### src/rtl/conv_result_serializer.sv
// conv_result_serializer
// Captures a full convolution result window on a one-cycle valid pulse and
// streams it out one element per beat over a valid/ready interface. Two window
// slots form a ping-pong buffer so one window can drain while the next one is
// captured. The producer cannot be stalled, so a window that arrives while both
// slots are occupied is discarded and counted.
module conv_result_serializer #(
    parameter int QLEN        = 16,
    parameter int WINDOW_SIZE = 16,
    parameter int DROP_CNT_W  = 8,
    localparam int PTR_W      = $clog2(WINDOW_SIZE)
) (
    input  logic                                clk,
    input  logic                                rst,
    input  logic                                in_valid,
    input  logic [WINDOW_SIZE-1:0][QLEN-1:0]    in_data,
    output logic                                out_valid,
    input  logic                                out_ready,
    output logic [QLEN-1:0]                     out_data,
    output logic [PTR_W-1:0]                    out_index,
    output logic                                out_last,
    output logic                                dropped,
    output logic [DROP_CNT_W-1:0]               drop_count
);

    localparam logic [PTR_W-1:0] LAST_IDX = PTR_W'(WINDOW_SIZE - 1);

    typedef enum logic {
        ST_IDLE,
        ST_STREAM
    } state_t;

    // Counter increment that sticks at all-ones instead of wrapping.
    function automatic logic [DROP_CNT_W-1:0] sat_inc(input logic [DROP_CNT_W-1:0] val);
        if (val == {DROP_CNT_W{1'b1}})
            return val;
        return val + DROP_CNT_W'(1);
    endfunction

    state_t                             st;
    state_t                             st_nxt;
    logic [WINDOW_SIZE-1:0][QLEN-1:0]   slot [2];
    logic                               wr_slot;
    logic                               rd_slot;
    logic [1:0]                         occ;
    logic [1:0]                         occ_nxt;
    logic [PTR_W-1:0]                   idx;
    logic [PTR_W-1:0]                   idx_nxt;
    logic                               xfer;
    logic                               retire;
    logic                               accept;
    logic                               drop;

    // Handshake, retire/accept decisions and the resulting occupancy.
    // A window arriving with both slots full is still taken if the draining
    // window retires on the same edge, because that slot frees up exactly then.
    always_comb begin
        xfer    = out_valid && out_ready;
        retire  = xfer && (idx == LAST_IDX);
        accept  = in_valid && ((occ != 2'd2) || retire);
        drop    = in_valid && !accept;
        occ_nxt = occ;
        case ({accept, retire})
            2'b10:   occ_nxt = occ + 2'd1;
            2'b01:   occ_nxt = occ - 2'd1;
            default: occ_nxt = occ;
        endcase
    end

    // Next-state and output decode. Outputs depend only on registered state,
    // so nothing on the input side reaches an output combinationally.
    always_comb begin
        st_nxt    = st;
        idx_nxt   = idx;
        out_valid = 1'b0;
        case (st)
            ST_IDLE: begin
                if (occ_nxt != 2'd0)
                    st_nxt = ST_STREAM;
            end
            ST_STREAM: begin
                out_valid = 1'b1;
                if (xfer) begin
                    if (retire) begin
                        idx_nxt = '0;
                        // Another buffered window continues without a bubble.
                        if (occ_nxt == 2'd0)
                            st_nxt = ST_IDLE;
                    end else begin
                        idx_nxt = idx + PTR_W'(1);
                    end
                end
            end
            default: begin
                st_nxt  = ST_IDLE;
                idx_nxt = '0;
            end
        endcase
    end

    // Beat outputs are a mux over the stored window and the element pointer.
    always_comb begin
        out_data  = slot[rd_slot][idx];
        out_index = idx;
        out_last  = out_valid && (idx == LAST_IDX);
    end

    // Control state: FSM, element pointer, slot pointers, occupancy, drop stats.
    always_ff @(posedge clk) begin
        if (rst) begin
            st         <= ST_IDLE;
            idx        <= '0;
            wr_slot    <= 1'b0;
            rd_slot    <= 1'b0;
            occ        <= 2'd0;
            dropped    <= 1'b0;
            drop_count <= '0;
        end else begin
            st      <= st_nxt;
            idx     <= idx_nxt;
            occ     <= occ_nxt;
            dropped <= drop;
            if (accept)
                wr_slot <= ~wr_slot;
            if (retire)
                rd_slot <= ~rd_slot;
            if (drop)
                drop_count <= sat_inc(drop_count);
        end
    end

    // Window storage. The write slot differs from the slot being drained
    // whenever a drain is in progress, except on the retire edge itself, when
    // the last beat leaves that slot on the same edge the new window lands.
    always_ff @(posedge clk) begin
        if (accept)
            slot[wr_slot] <= in_data;
    end

endmodule

### config.mk
export PLATFORM = sky130hd
export DESIGN_NAME = conv_result_serializer
export DESIGN_NICKNAME = d
export VERILOG_FILES = /design/src/rtl/conv_result_serializer.sv
export SDC_FILE = /design/constraint.sdc
export NUM_CORES = 1
export LEC_CHECK = 0
export CORE_MARGIN = 2
export CORE_UTILIZATION = 59
export DETAILED_ROUTE_END_ITERATION = 7
export GPL_ROUTABILITY_DRIVEN = 0
export GPL_TIMING_DRIVEN = 0
export PLACE_DENSITY = 0.85
export SLEW_MARGIN = 20
export SYNTH_ARGS = -nofsm -noshare
export SYNTH_HDL_FRONTEND = slang
export SYNTH_SLANG_ARGS = --single-unit
export TNS_END_PERCENT = 100
### constraint.sdc
create_clock -name clk -period 21.6 [get_ports clk]
set_input_delay 2.16 -clock clk [delete_from_list [all_inputs] [get_ports clk]]
set_output_delay 2.16 -clock clk [all_outputs]
set_load 0.03 [all_outputs]
==> impl_metrics.tcl <==
set metrics [dict create \
    cts_max_path_buffers 3 \
    grt_max_degree 29 \
    n_fill_cell 1959 \
    status "complete, no violations" \
    synth_area_leaders "edfxtp_1 (74%), mux2i_1 (12%), a22oi_1 (2.3%)" \
    fp.dieH_um 192 \
    start_kind "flop" \
    ir_drop_v 0.0000762 \
    worstMarginPinSlew_ns 0.798 \
    finalMaxSlewViolations 0 \
    cts_made_buffers 52 \
    synth_top_family_by_area "multiplexers" \
    worst_setup_path_end_kind "output pin" \
    switchingPower_mw 0.506 \
    cp.buffers_inverters 3 \
    rsz0062_at_grt "false" \
    drtIter0Drc 1226 \
    ys_ff_latch 531 \
    port_buffers 289 \
    areaGrowthSynthToFinish_pct 27.5 \
    yosysSeqAreaShare 0.759 \
    arrival_ns 3.54 \
    vias 12300 \
    slew_headroom 0.467 \
    routed_wirelength_mm 52.9 \
    syn_inst 1181 \
    synthAdderAreaFrac 0.00120 \
    clkSinkCount 531 \
    slowest_delay_ns 0.63 \
    swShare 0.216 \
    die-area_sq_um 36700 \
    netlist_top_cells_count "edfxtp_1 (512), mux2i_1 (257), a22oi_1 (64), nand3_1 (37)" \
    setup_viol 0 \
    hold_path_class "reg -> reg" \
    synth_most_common_cell "edfxtp_1" \
    synth_area_per_cell_sq_um 17.6 \
    initial_utilization 0.600 \
    cp.required_ns 19.44 \
    clkSlewWorstSetupHoldPaths_ns 0.06 \
    fin_crit_sh 0.264 \
    fin_crit_ns 5.70 \
    timing.fmax_ghz 0.176 \
    htreeDepth 2 \
    cts_root_buffer "clkbuf_16" \
    antenna_left 0 \
    synth_nets 1443 \
    grt_pass1_wl_mm 76.5 \
    yosysTopAreaCellShare 0.740 \
    core-area_sq_um 34600 \
    dp_hpwl_mm 36.6 \
    finClkSkew_ns 0.0120 \
    rows 68 \
    p_clk_frac 0.376 \
    path_max_fanout 10 \
    maxCapViolations 0 \
    synthSimpleGateAreaFrac 0.0366 \
    drcViolationCount 0 \
    intPower_mw 1.83 \
    slowest_stage "clkdlybuf4s50_1" \
    seq_power_share 0.528 \
    crit_path_cell_trace "nor2b_1 -> buf_4 -> clkbuf_1 -> a22oi_1 -> a31oi_1 -> nand3_1 -> clkdlybuf4s50_1" \
    cpLargestDelayFamily "buffers and inverters" \
    nets 1809 \
    synthMuxAreaShare 0.124 \
    p_total_mw 2.34 \
    crit_type "reg -> out" \
    synth_compound_area_frac 0.0543 \
    combPwrFrac 0.096 \
    synth_area_sq_um 20800 \
    p_leak_nw 8.45 \
    viasPerCell 6.01 \
    drive_gt1_frac 0.0945 \
    die_w_um 192 \
    clk_latency_ns 0.57 \
    synth_top_area_cell "edfxtp_1" \
    track_usage 0.288 \
    io_pins 291 \
    synth-warning-count 0 \
    post-cts-setup-buffers 0 \
    grt_pass1_vias 13000 \
    seq_area_sq_um 15800 \
    antenna_found_initial 16 \
    power_density_nw_per_um2 88.2 \
    ys_async_sr_fraction 0 \
    synthDistinctLibCells 40 \
    wire_per_inst_um 25.7 \
    drt-pass1-iter-count 5 \
    multiInputGateArea_sq_um 4590 \
    cts_tree "built" \
    overflow 0 \
    synthFlopType "edfxtp_1" \
    finalHoldViolCount 0 \
    final.setup.tns_ns 0 \
    synth-xor-area-share 0.00422 \
    hold_buffers 0 \
    ctsResizeCount 0 \
    synth-edff-count 512 \
]
kinds of logic (layout without fill, tap and decap cells):
family	Yosys count	after routing
flops	531	531
mux	257	257
compound gates	159	159
simple gates	150	150
buf+inv	72	478
xor+xnor	10	10
fa+ha+maj	2	2
other cells	0	12
final cells by class:
| type | instances | area share |
|---|---|---|
| sequential | 531 | 0.595 |
| antenna | 12 | 0.00113 |
| timing repair buffer | 312 | 0.130 |
| clock inverter | 21 | 0.00827 |
| buffer | 69 | 0.0163 |
| multi-input combinational | 578 | 0.173 |
| clock buffer | 73 | 0.0537 |
| tap | 455 | 0.0215 |
| inverter | 3 | 0.000425 |
placed cells by master, fill, tap and decap left out, drive strengths merged:
cell type and n:
edfxtp 512, clkdlybuf4s50 289, mux2i 257, clkbuf 91
buf 74, a22oi 64, nand3 38, nand2 37
a21oi 36, a22o 32, nor2 24, nor3 21
nand4 19, dfxtp 19, a31oi 17, clkinv 16
diode 12, xnor2 8, o21ai 5, bufinv 5
inv 3, nor2b 2, nand2b 2, xor2 2
a211oi 2, ha 2, o2111ai 2, and2 1
or2 1, or3 1, nor4b 1, and3 1
nor3b 1, nor4 1, o22ai 1
stage by stage:
step	cell area [sq um]	hold WS [ns]	worst slack, ns	std cells	utilization
global route	26500	0.543	15.76	2053	0.765
global placement	24200	0.481	1.50	1925	0.700
detailed placement	24800	0.493	16.46	1948	0.716
CTS	26400	0.500	15.91	2042	0.764
finish	26500	0.498	15.90	2054	0.765
floorplan	20800	0.467	7.48	1181	-
registers in the layout, indices dropped and copies added, names as in the netlist, named ones only:
name and flops:
slot 512, occ 2, out_index 4, st 1
dropped 1, rd_slot 1, drop_count 8, wr_slot 1
power by group through the flow:
stage	Clock, mW	Sequential [mW]	Combinational [mW]
final	0.878	1.23	0.224
after global routing	0.922	1.24	0.237
after CTS	0.885	1.23	0.224
after detailed placement	0	1.25	0.221
after global placement	0	1.30	0.188
after floorplan	0	1.28	0.0883
metal layers:
layer / global-route usage / vias to the layer above / part of all wire
li1: - / 5472 / -
met3: 0.0579 / 112 / 0.091
met1: 0.356 / 6110 / 0.36
met2: 0.501 / 634 / 0.51
met4: 0.114 / 8 / 0.037
met5: 0 / - / 0.0011
worst paths after layout:
check | depth (start not counted) | end | slack (ns) | start
worst max-delay path | 7 | out_data[11] | 15.90 | out_index[0]
worst min-delay path | 1 | st | 0.50 | occ[0]
worst max register to register | 8 | slot[1][121] | 18.43 | out_index[0]
worst min register to register | 1 | st | 0.50 | occ[0]
Note: power is estimated with default switching activity, not from simulation.
